## config.mk

```make
export PLATFORM = sky130hd
export DESIGN_NAME = ide_port_arbiter
export DESIGN_NICKNAME = d
export VERILOG_FILES = /design/src/rtl/ide_arb_pkg.sv /design/src/rtl/ide_port_arbiter_rr_pick.sv /design/src/rtl/ide_port_arbiter.sv
export SDC_FILE = /design/constraint.sdc
export NUM_CORES = 1
export LEC_CHECK = 0
export CORE_UTILIZATION = 30
export DETAILED_ROUTE_END_ITERATION = 16
export DONT_BUFFER_PORTS = 1
export PLACE_DENSITY = 0.41
export REMOVE_ABC_BUFFERS = 1
export SYNTH_ARGS = -nofsm -noshare
export SYNTH_HDL_FRONTEND = slang
export SYNTH_HIERARCHICAL = 1
export SYNTH_SLANG_ARGS = --single-unit
```

## constraint.sdc

```tcl
create_clock -name clk_sys -period 4.33 [get_ports clk_sys]
set_input_delay 0.6495 -clock clk_sys [delete_from_list [all_inputs] [get_ports clk_sys]]
set_output_delay 0.6495 -clock clk_sys [all_outputs]
set_load 0.02 [all_outputs]
```

## src/rtl/ide_arb_pkg.sv

```systemverilog
// rtl/ide_arb_pkg.sv - shared types and field positions for the IDE port arbiter
package ide_arb_pkg;

  localparam int MAX_DEV     = 4;
  localparam int REQ_W       = 6;
  localparam int REQ_CMD_BIT = 0;
  localparam int REQ_DRQ_BIT = 1;
  localparam int REQ_ID_LSB  = 4;
  localparam int REQ_ID_MSB  = 5;

  typedef enum logic [1:0] {
    ST_IDLE    = 2'd0,
    ST_GRANTED = 2'd1,
    ST_RELEASE = 2'd2
  } arb_state_t;

  // Build the word hps_ext sees on ide_req: {grant_id, 2'b00, drq, cmd}.
  function automatic logic [REQ_W-1:0] pack_req(input logic [1:0] id, input logic [1:0] req);
    logic [REQ_W-1:0] v;
    v                         = '0;
    v[REQ_ID_MSB:REQ_ID_LSB]  = id;
    v[REQ_DRQ_BIT]            = req[1];
    v[REQ_CMD_BIT]            = req[0];
    return v;
  endfunction

endpackage

```

## src/rtl/ide_port_arbiter_rr_pick.sv

```systemverilog
// rtl/ide_port_arbiter_rr_pick.sv - combinational round-robin picker for the IDE port arbiter
module rr_pick
  import ide_arb_pkg::*;
#(
  parameter int NUM_DEV = 3
) (
  input  logic [MAX_DEV-1:0] req,
  input  logic [1:0]         ptr,
  output logic [1:0]         idx,
  output logic               valid
);

  // Scan from the farthest candidate back to ptr so the first requester at or after ptr wins.
  always_comb begin
    logic [2:0] c;
    idx   = '0;
    valid = 1'b0;
    c     = '0;
    for (int i = NUM_DEV - 1; i >= 0; i--) begin
      c = {1'b0, ptr} + 3'(i);
      if (c >= 3'(NUM_DEV)) c = c - 3'(NUM_DEV);
      if (req[c[1:0]]) begin
        idx   = c[1:0];
        valid = 1'b1;
      end
    end
  end

endmodule

```

## src/rtl/ide_port_arbiter.sv

```systemverilog
// rtl/ide_port_arbiter.sv - round-robin sharing of the HPS IDE task-file port among IDE devices
module ide_port_arbiter
  import ide_arb_pkg::*;
#(
  parameter int NUM_DEV = 3,
  parameter int REL_DLY = 4,
  parameter int TIMEOUT = 4095
) (
  input  logic                   clk_sys,
  input  logic                   reset_n,
  input  logic                   io_uio,
  input  logic [4:0]             hps_addr,
  input  logic [15:0]            hps_dout,
  input  logic                   hps_rd,
  input  logic                   hps_wr,
  output logic [15:0]            hps_din,
  output logic [5:0]             hps_req,
  input  logic [2*NUM_DEV-1:0]   dev_req,
  input  logic [16*NUM_DEV-1:0]  dev_din,
  output logic [4:0]             dev_addr,
  output logic [15:0]            dev_dout,
  output logic [NUM_DEV-1:0]     dev_rd,
  output logic [NUM_DEV-1:0]     dev_wr,
  output logic                   grant_valid
);

  localparam logic [3:0]  REL_LIM = 4'(REL_DLY);
  localparam logic [11:0] TO_LIM  = 12'(TIMEOUT);

  arb_state_t          state, state_nxt;
  logic [1:0]          grant_id;
  logic [1:0]          rr_ptr;
  logic [3:0]          idle_cnt;
  logic [11:0]         to_cnt;
  logic [1:0]          pick_idx;
  logic                pick_valid;
  logic [1:0]          req_ext [MAX_DEV];
  logic [15:0]         din_ext [MAX_DEV];
  logic [MAX_DEV-1:0]  req_any;
  logic                strobe;
  logic                req_g;
  logic                rel_cond;
  logic                granted;

  // Widen the device buses to MAX_DEV slots; absent slots never request and read as zero.
  for (genvar n = 0; n < MAX_DEV; n++) begin : g_ext
    if (n < NUM_DEV) begin : g_on
      assign req_ext[n] = dev_req[2*n +: 2];
      assign din_ext[n] = dev_din[16*n +: 16];
    end else begin : g_off
      assign req_ext[n] = 2'b00;
      assign din_ext[n] = 16'h0000;
    end
    assign req_any[n] = |req_ext[n];
  end

  rr_pick #(.NUM_DEV(NUM_DEV)) u_pick (
    .req   (req_any),
    .ptr   (rr_ptr),
    .idx   (pick_idx),
    .valid (pick_valid)
  );

  assign granted     = (state == ST_GRANTED);
  assign grant_valid = granted;
  assign strobe      = hps_rd | hps_wr;
  assign req_g       = req_any[grant_id];
  // A strobe in the same cycle as the release condition wins; the release waits.
  assign rel_cond    = !io_uio && !strobe && ((idle_cnt >= REL_LIM) || (to_cnt >= TO_LIM));

  // State register.
  always_ff @(posedge clk_sys or negedge reset_n) begin
    if (!reset_n) state <= ST_IDLE;
    else          state <= state_nxt;
  end

  // Next-state logic: never take or drop a grant while a UIO transfer is in flight.
  always_comb begin
    state_nxt = state;
    case (state)
      ST_IDLE:    if (!io_uio && pick_valid) state_nxt = ST_GRANTED;
      ST_GRANTED: if (rel_cond) state_nxt = ST_RELEASE;
      ST_RELEASE: state_nxt = ST_IDLE;
      default:    state_nxt = ST_IDLE;
    endcase
  end

  // Latch the picked device on grant; advance the round-robin pointer past it on release.
  always_ff @(posedge clk_sys or negedge reset_n) begin
    if (!reset_n) begin
      grant_id <= 2'd0;
      rr_ptr   <= 2'd0;
    end else begin
      if (state == ST_IDLE && state_nxt == ST_GRANTED) grant_id <= pick_idx;
      if (state == ST_RELEASE)
        rr_ptr <= (grant_id == 2'(NUM_DEV - 1)) ? 2'd0 : grant_id + 2'd1;
    end
  end

  // Saturating idle and no-activity counters, live only while a grant is held.
  always_ff @(posedge clk_sys or negedge reset_n) begin
    if (!reset_n) begin
      idle_cnt <= '0;
      to_cnt   <= '0;
    end else if (!granted) begin
      idle_cnt <= '0;
      to_cnt   <= '0;
    end else begin
      if (req_g)                   idle_cnt <= '0;
      else if (idle_cnt != 4'hF)   idle_cnt <= idle_cnt + 4'd1;
      if (strobe)                  to_cnt <= '0;
      else if (req_g && to_cnt != 12'hFFF) to_cnt <= to_cnt + 12'd1;
    end
  end

  // Registered routing of strobes, address, data and request word to/from the granted device.
  always_ff @(posedge clk_sys or negedge reset_n) begin
    if (!reset_n) begin
      dev_rd   <= '0;
      dev_wr   <= '0;
      dev_addr <= '0;
      dev_dout <= '0;
      hps_din  <= '0;
      hps_req  <= '0;
    end else if (granted) begin
      dev_rd   <= hps_rd ? (NUM_DEV'(1) << grant_id) : '0;
      dev_wr   <= hps_wr ? (NUM_DEV'(1) << grant_id) : '0;
      dev_addr <= hps_addr;
      dev_dout <= hps_dout;
      hps_din  <= din_ext[grant_id];
      hps_req  <= pack_req(grant_id, req_ext[grant_id]);
    end else begin
      dev_rd   <= '0;
      dev_wr   <= '0;
      hps_din  <= '0;
      hps_req  <= '0;
    end
  end

endmodule

```

# == Word level (Yosys, flattened, before mapping) ==
# Index checks and enable logic that the tools add are counted.
# word_totals
regBits,71
in_bits,80
out_inout_bits,50
wordCells,91
# op_classes
addsub,8
n_lt_le_gt_ge,10
eq_ne,8
n_shift,1
muxes,39
bitwise,2
reduce_logical,12
# ops
cell,n
$mux 16,3
$mux 12,3
$bmux 16 s2,1
$mux 2,11
$add 12x1->12 const B,1
$ge 12x12->1 const B,1
$lt 2x3->1 const B,4
$mux 3,4
$mux 4,3
$ne 12x12->1 const B,1
$bmux 1 s2,4
$mux 1,7
$ge 3x2->1 const B,2
$mux 6,1
$ne 3x1->1 const B,2
$reduce_or 2->1,3
$sub 2x2->2 const B,3
$logic_and 1x1->1,5
$add 4x1->4 const B,1
$bmux 2 s2,1
$eq 2x1->1 const B,2
$eq 2x2->1 const B,2
$ge 4x3->1 const B,1
$ne 4x4->1 const B,1
12 further kinds,13

# == Longest topological paths before layout ==
# Gate-level depths: netlist of the first run.
# depth
word_depth,13
mapped_depth,8
ltp_nobuf,7

# == Hierarchy ==
# The synthesis of the first run kept the hierarchy.
# by_module_without_submodules
module,instances,cells_each,area_per_inst_um2,seq_area_each_um2
ide_port_arbiter,1,338,3190.6,1726.7
rr_pick,1,26,209.0,0.0

# == Worst setup path before layout of the first run ==
# Ideal clock, no wire load.
# synth_timing
kind,in2reg
start,in dev_req[4]
end,reg grant_id[0]
setup_ns,0.125
arrival_ns,2.349
required_ns,4.205
path_slack_ns,1.857
path_stages,5
path_buffers,0
cell_sequence,or2_2 -> mux4_2 -> or4b_1 -> nor4b_1 -> mux2_2
# synth_via
elab_chain_len,11
elab_cells_between_ends,18
classes_between,eq/ne: 1; mux: 14; reduce/logical: 3
# synth_rtl
item,line_no,text
"start, declared",ide_port_arbiter.sv:18,"input logic [2*NUM_DEV-1:0] dev_req,"
$reduce_or 2->1 (*),ide_port_arbiter.sv:54,assign req_any[n] = |req_ext[n];
$bmux 1 s2,ide_port_arbiter_rr_pick.sv:22,if (req[c[1:0]]) begin
$mux 1 (not written as such),ide_port_arbiter_rr_pick.sv:22,
$mux 1 (2 in series),ide_port_arbiter_rr_pick.sv:22,
$mux 1 (*),ide_port_arbiter_rr_pick.sv:22,
net pick_valid,ide_port_arbiter.sv:36,logic pick_valid;
$logic_and 1x1->1 (*),ide_port_arbiter.sv:81,ST_IDLE: if (!io_uio && pick_valid) state_nxt = ST_GRANTED;
$mux 2 (*),ide_port_arbiter.sv:81,
$pmux 2 s2 (*),ide_port_arbiter.sv:80,case (state)
$eq 2x1->1 (*),ide_port_arbiter.sv:94,if (state == ST_IDLE && state_nxt == ST_GRANTED) grant_id <= pick_idx;
$logic_and 1x1->1 (*),ide_port_arbiter.sv:94,
"end signal, assigned",ide_port_arbiter.sv:94,
"end, declared",ide_port_arbiter.sv:31,logic [1:0] grant_id;
# Mark *: on every way through the listed nets, which the timed path passes. The rest lies on a longest branch. The select of a mux whose other input is x is not followed.
# A chain may end at the register's enable or synchronous reset.

# == Worst setup path in the final report of the first run ==
# layout_timing
start,reg state[1]
end,out grant_valid
# layout_via
elab_chain_len,1
# layout_rtl
item,line_no,text
"start, declared",ide_port_arbiter.sv:30,"arb_state_t state, state_nxt;"
"start signal, assigned",ide_port_arbiter.sv:74,else state <= state_nxt;
$eq 2x1->1,ide_port_arbiter.sv:64,assign granted = (state == ST_GRANTED);
"end, declared",ide_port_arbiter.sv:24,output logic grant_valid
# No other way between the ends.

==> flow_metrics.py, run 1 <==
metrics = {
    "status": {
        "run_status": "complete, no violations",
    },
    "timing": {
        "fin_setup_tns_ns": 0,
        "hold_viol": 0,
        "rsz0062_at_grt": "no",
        "layout_min_cycle_time_ns": 2.594,
        "worst-slew-pin-transition_ns": 0.8768,
        "setup_ws_ns": 1.736,
        "timing.final.max_slew_violations": 0,
        "fin_crit_sh_pct": 59.90,
        "worst_clock_skew_ns": 0.006627,
        "max_clock_freq_ghz": 0.3855,
        "report.final.setup_viol": 0,
        "slew_margin_rel_pct": 41.10,
    },
    "worst_hold_path": {
        "hold_path.class": "in2async",
    },
    "clock_tree": {
        "numCtsBuffers": 9,
        "clk_path_buf_depth": 2,
        "clock_tree_root_driver_cell": "clkbuf_16",
        "cts_resized": 0,
        "clock_latency_ns": 0.32,
        "cts-htree-levels": 3,
        "cts_num_sinks": 69,
        "cts_post_setup_buffers_inserted": 0,
        "path_clk_slew_ns": 0.06,
        "tritoncts": "yes",
        "cts_hold_repair.buffers": 0,
    },
    "logic_synthesis": {
        "mux_share_of_post_synthesis_cell_area_pct": 9.680,
        "ys_ff_latch": 69,
        "post_synth_and_or_nand_nor_area_fraction_pct": 24.55,
        "yosys.area_share.xor_xnor_pct": 0.2576,
        "largest_family_of_logic_cells_by_synthesized_area": "simple AND/OR/NAND/NOR gates",
        "ys_async_sr_fraction_pct": 100.0,
        "syn_avg_cell_area_um2": 9.339,
        "ys_warn_count": 6,
        "synthesis.area_mm2": 0.003400,
        "synth_seq_area_share_pct": 50.79,
        "yosys_most_used_dff": "dfrtp_1",
        "synth-adder-area-share_pct": 1.472,
        "yosysUniqueCellTypes": 50,
        "synth_compound_gate_area_share_pct": 8.760,
        "post_synth_inst_count": 364,
        "synth_edf_count": 0,
    },
    "drt": {
        "avgRoutedWirePerCell_um": 15.86,
        "drc_marker_count_from_the_first_detailed_route_iteration": 193,
        "wirelength_um": 8007,
        "dr_total_vias": 2539,
        "dr.pass1.iters": 4,
        "detail-route-antenna-nets": 0,
        "vias_per_cell": 5.028,
        "post-route-drc-count": 0,
    },
    "finish": {
        "final_instance_area_mm2": 0.003817,
        "n_antenna_cell": 0,
        "final_layout_size_suffix_gt1_share_pct": 9.041,
        "relative_area_change_from_synthesis_to_final_layout_pct": 12.29,
        "nets": 445,
    },
    "pwr": {
        "peakVddDrop_mv": 0.2974,
        "standby_leakage_power_uw": 0.001723,
        "power.density_cell_area_mw_per_mm2": 597.5,
        "power_uw": 2281,
    },
    "placement": {
        "place_ws_ns": 1.773,
        "io_buffer_count": 0,
        "place_congestion": 0.7214,
        "placed_cell_area_mm2": 0.003503,
        "dpl.hpwl_um": 5592,
    },
    "global_routing": {
        "overflow": 0,
        "number_of_antenna_violations_at_the_first_check_in_global_routing": 0,
        "grt_usage_pct": 13.79,
        "grt_first_pass_wirelength_um": 12280,
        "grt_pass1_vias": 2390,
        "largest_net_degree_at_the_start_of_global_routing": 70,
    },
    "setup_path": {
        "path_delay_family": "buffers and inverters",
        "worst-path-max-fanout": 42,
        "cp_slowest_cell": "inv_1",
        "setup.worst_path.start_class": "flop",
        "timing.critical_path.buf_inv": 1,
        "required_ns": 3.68,
        "cp-end-kind": "output pin",
        "timing.critical_path.slowest_cell_delay_ns": 0.63,
        "worst-setup-path-type": "reg2out",
        "worst-endpoint-arrival_ns": 1.94,
        "path_cells": "nand2b_2 > inv_1",
    },
    "floorplan": {
        "die_x_um": 108.5,
        "num_io_pins": 130,
        "initial_core_util_pct": 31.09,
        "die_y_extent_um": 108.5,
        "fp-row-count": 38,
        "floorplan.core_area_mm2": 0.01094,
        "design.die.area_mm2": 0.01176,
    },
    "run": {
        "max_cap_violations": 0,
    },
}
-- layout by cell type, fill, tap and decap left out, drive strengths merged, types with 2 or more instances in the layout --
| cell type | n |
|---|---|
| nand2 | 76 |
| dfrtp | 69 |
| nor2 | 48 |
| mux2i | 25 |
| a21oi | 25 |
| nand3 | 10 |
| clkbuf | 9 |
| conb | 7 |
| inv | 6 |
| nor3 | 6 |
| or2 | 5 |
| and3 | 5 |
| and2 | 4 |
| o31ai | 4 |
| nor4 | 4 |
| o21ai | 4 |
| ha | 4 |
| buf | 4 |
| nand2b | 4 |
| or4 | 4 |
| mux2 | 3 |
| nand4 | 3 |
| and4 | 3 |
| nor2b | 2 |
| o31a | 2 |
| o21a | 2 |
| a31oi | 2 |
| clkinvlp | 2 |
| bufinv | 2 |
| mux4 | 2 |
| or4b | 2 |
| clkinv | 2 |
-- worst reg2reg max path: stages (launching register included) --
cell and delay, ns:
dfrtp_1 0.39, inv_1 0.06, ha_1 0.34, mux4_2 0.56
or4b_1 0.52, nor4b_1 0.19, mux2_2 0.27
-- flip-flops by register name, summed over array words and instances (netlist names) --
name      flops
dev_addr      5
rr_ptr        2
state         2
grant_id      2
idle_cnt      4
hps_req       4
dev_dout     16
dev_wr        3
hps_din      16
to_cnt       12
dev_rd        3
-- report_power, final --
part	total (µW)	switching [µW]	internal, µW
clock	770	269	500
combinational	380	234	145
sequential	1130	320	812
-- synthesized netlist by cell type (2+ instances only) --
cell type | count | area [µm²]
a21oi_1 | 25 | 125.1
a31oi_1 | 2 | 12.51
and2_1 | 4 | 25.02
and3_1 | 5 | 31.28
and4_1 | 2 | 17.52
buf_2 | 5 | 25.02
buf_4 | 2 | 15.01
buf_6 | 3 | 33.78
clkbuf_1 | 13 | 48.80
dfrtp_1 | 69 | 1727
ha_1 | 4 | 50.05
inv_1 | 6 | 22.52
mux2_2 | 3 | 33.78
mux2i_1 | 25 | 250.2
mux4_2 | 2 | 45.04
nand2_1 | 76 | 285.3
nand2b_1 | 4 | 25.02
nand3_1 | 10 | 50.05
nand4_1 | 3 | 18.77
nor2_1 | 48 | 180.2
nor2b_1 | 2 | 12.51
nor3_1 | 6 | 30.03
nor4_1 | 4 | 25.02
o21a_1 | 2 | 15.01
o21ai_0 | 4 | 20.02
o31a_1 | 2 | 17.52
o31ai_1 | 4 | 30.03
or2_2 | 5 | 31.28
or4_1 | 3 | 22.52
-- final timing paths --
check	slack (ns)	end	start	cells after the start
worst max-delay path	1.74	grant_valid	state[1]$_DFF_PN0_	2
worst min-delay path	0.02	to_cnt[9]$_DFFE_PN0P_	reset_n	0
worst max register to register	1.87	grant_id[0]$_DFFE_PN0P_	rr_ptr[0]$_DFFE_PN0N_	6
worst min register to register	0.55	rr_ptr[0]$_DFFE_PN0N_	rr_ptr[0]$_DFFE_PN0N_	1
max in group asynchronous	4.18	hps_req[5]$_DFF_PN0_	reset_n	0
min in group clk_sys	0.43	dev_dout[4]$_DFFE_PN0P_	hps_dout[4]	2
-- per-stage QoR --
step                hold WS (ns)  std cells  util, %
floorplan                 0.3539        346        -
global placement          0.3565        490    32.04
detailed placement        0.3571        490    32.04
CTS                     0.005948        505    34.91
global route            0.001421        505    34.91
finish                   0.01884        505    34.91
-- area by class of cell --
class / instances / area [µm²]
Sequential cell: 69 / 1727
Inverter: 6 / 22.52
Fill cell: 1120 / 7118
Timing Repair Buffer: 4 / 30.03
Clock buffer: 9 / 225.2
Multi-Input combinational cell: 271 / 1549
Clock inverter: 6 / 88.84
Tap cell: 140 / 175.2
-- metal layers --
layer | global-route usage [%] | wire, µm | vias up | share of wire [%]
met5 | 0 | 0 | - | 0
met2 | 22.24 | 3986 | 87 | 50
met1 | 17.25 | 3347 | 1222 | 42
met3 | 4.219 | 559 | 8 | 7.0
li1 | - | - | 1222 | -
met4 | 5.212 | 113 | 0 | 1.4
-- cells by family after synthesis --
logic type,count (synthesis)
muxes,30
xor gates and xnor gates,1
and+or+nand+nor,181
AOI/OAI and AO/OA,48
adders and majority gates,4
other,1
buffers and inverters,30
DFF,69
Power figures use the tool's default switching activity.
==> run 2, diff against run 1 <==
clock period = 2.67 ns   (was 4.33 ns; I/O delays follow)
==> run 2 against run 1 <==
Effect of this change:
- global-route usage increased by 0.22 points
- setup slack got worse by 1.5 ns
- clock power increased by 65%
- sequential power increased by 61%
==> flow_metrics.py, run 2 (same netlist as run 1, synthesis figures left out) <==
metrics = {
    "setup_path": {
        "crit-reg2reg-launch": "rr_ptr[0]$_DFFE_PN0N_",
        "cp_slowest_cell": "mux4_2",
        "setup.worst_path.start_class": "flop",
        "ff2ff_setup_slack_ns": 0.27,
        "timing.critical_path.slowest_cell_delay_ns": 0.54,
        "critPathLaunch": "rr_ptr[0]$_DFFE_PN0N_",
        "reg2reg_depth": 6,
        "cp-endpoint": "grant_id[0]$_DFFE_PN0P_",
        "path_cells": "inv_1 > ha_1 > mux4_2 > or4b_1 > nor4b_1 > mux2_2",
        "critical_register_to_register_path_endpoint": "grant_id[0]$_DFFE_PN0P_",
        "worst-path-max-fanout": 5,
        "worst-endpoint-arrival_ns": 2.61,
        "cp-end-kind": "flop",
        "required_ns": 2.88,
        "worst-setup-path-type": "reg2reg",
    },
    "drt": {
        "wirelength_um": 8146,
        "drc_marker_count_from_the_first_detailed_route_iteration": 107,
        "dr.pass1.iters": 4,
        "detail-route-antenna-nets": 0,
        "post-route-drc-count": 0,
        "vias_per_cell": 4.965,
        "dr_total_vias": 2547,
        "avgRoutedWirePerCell_um": 15.88,
    },
    "timing": {
        "worst_clock_skew_ns": 0.007750,
        "max_clock_freq_ghz": 0.4169,
        "timing.final.max_slew_violations": 0,
        "timing.hold.ws_ns": 0.1745,
        "fin_crit_sh_pct": 89.84,
        "hold_viol": 0,
        "worst-slew-pin-transition_ns": 0.7376,
        "layout_min_cycle_time_ns": 2.399,
        "rsz0062_at_grt": "no",
        "fin_setup_tns_ns": 0,
        "slew_margin_rel_pct": 50.83,
        "report.final.setup_viol": 0,
    },
    "global_routing": {
        "overflow": 0,
        "number_of_antenna_violations_at_the_first_check_in_global_routing": 0,
        "grt_usage_pct": 14.01,
        "grt_first_pass_wirelength_um": 12320,
        "grt_pass1_vias": 2343,
        "largest_net_degree_at_the_start_of_global_routing": 70,
    },
    "status": {
        "run_status": "complete, no violations",
    },
    "finish": {
        "nets": 452,
        "mostFrequentLayoutCell": "nand2_1",
        "most_frequent_cells_in_the_layout": "nand2_1 (76), dfrtp_1 (69), nor2_1 (48)",
        "finish.cell_count_without_fillers": 513,
        "largestRegisters": "dev_dout: 16 flops, hps_din: 16 flops, to_cnt: 12 flops",
        "final_layout_size_suffix_gt1_share_pct": 10.46,
        "layout.filler_cells": 1159,
        "relative_area_change_from_synthesis_to_final_layout_pct": 14.58,
        "n_antenna_cell": 0,
    },
    "run": {
        "max_cap_violations": 0,
    },
    "pwr": {
        "standby_leakage_power_uw": 0.001775,
        "power.density_cell_area_mw_per_mm2": 964.9,
        "total_switching_power_uw": 1367,
        "clock_power_share_pct": 33.7,
        "power.internal_uw": 2391,
        "power_frac_seq_pct": 48.4,
        "combPwrFrac_pct": 17.9,
        "power_uw": 3758,
        "peakVddDrop_mv": 0.3574,
        "p_sw_share_pct": 36.37,
    },
    "floorplan": {
        "floorplan.core_area_mm2": 0.01094,
        "design.die.area_mm2": 0.01176,
        "die_y_extent_um": 108.5,
        "num_io_pins": 130,
        "initial_core_util_pct": 31.09,
        "fp-row-count": 38,
        "die_x_um": 108.5,
    },
    "clock_tree": {
        "cts_post_setup_buffers_inserted": 0,
        "numCtsBuffers": 9,
        "clock_tree_root_driver_cell": "clkbuf_16",
        "cts-htree-levels": 3,
        "cts_resized": 0,
        "clock_latency_ns": 0.33,
        "cts_hold_repair.buffers": 2,
        "tritoncts": "yes",
        "path_clk_slew_ns": 0.06,
        "clk_path_buf_depth": 2,
        "cts_num_sinks": 69,
    },
    "worst_hold_path": {
        "hold_path.class": "in2reg",
    },
    "placement": {
        "place_congestion": 0.7203,
        "io_buffer_count": 0,
        "dp.cells": 495,
        "dpl.hpwl_um": 5549,
    },
}
## run 2: stage by stage
stage | setup WS [ns] | util [%] | instance area (µm²)
finish | 0.2712 | 35.62 | 3895
global route | 0.1873 | 35.62 | 3895
CTS | 0.2586 | 35.62 | 3895
detailed placement | 0.2724 | 32.38 | 3541
global placement | 0.3207 | 32.38 | 3541
floorplan | 0.3481 | - | 3296
## run 2: per-layer routing
| metal | global-route usage (%) | vias up | share of wire (%) |
|---|---|---|---|
| li1 | - | 1241 | - |
| met1 | 17.33 | 1219 | 43 |
| met2 | 22.78 | 79 | 50 |
| met3 | 4.400 | 8 | 6.3 |
| met4 | 5.212 | 0 | 1.5 |
| met5 | 0 | - | 0 |
## run 2: area by class of cell
class                           instances  area [µm²]  share of cell area (%)
Sequential cell                        69        1727                   44.33
Inverter                                6       22.52                  0.5782
Tap cell                              140       175.2                   4.497
Clock buffer                           10       229.0                   5.879
Clock inverter                          6       87.58                   2.249
Timing Repair Buffer                   11       105.1                   2.698
Multi-Input combinational cell        271        1549                   39.77
## run 2: worst min-delay path by stage
stage,startpoint,endpoint,slack [ns],cells past startpoint
after floorplan,reset_n,dev_addr[0]$_DFFE_PN0P_,0.10,0
after global placement,reset_n,idle_cnt[1]$_DFFE_PN0P_,0.11,0
after detailed placement,reset_n,idle_cnt[0]$_DFFE_PN0P_,0.11,0
after CTS,hps_dout[14],dev_dout[14]$_DFFE_PN0P_,0.17,2
after global routing,hps_dout[2],dev_dout[2]$_DFFE_PN0P_,0.17,2
final,hps_dout[14],dev_dout[14]$_DFFE_PN0P_,0.17,2
## run 2: power groups by stage
stage | sequential, µW | clock, µW | combinational [µW]
floorplan | 1810 | 0 | 446
global placement | 1850 | 0 | 650
detailed placement | 1840 | 0 | 668
CTS | 1830 | 1300 | 694
global route | 1860 | 1350 | 773
finish | 1820 | 1270 | 673
## run 2: critical path, delay by kind of cell (launching register included)
| kind | cells | cell delay (ns) |
|---|---|---|
| fa+ha+maj | 1 | 0.37 |
| flops | 1 | 0.36 |
| buf+inv | 1 | 0.05 |
| mux | 2 | 0.82 |
| simple gates | 2 | 0.68 |
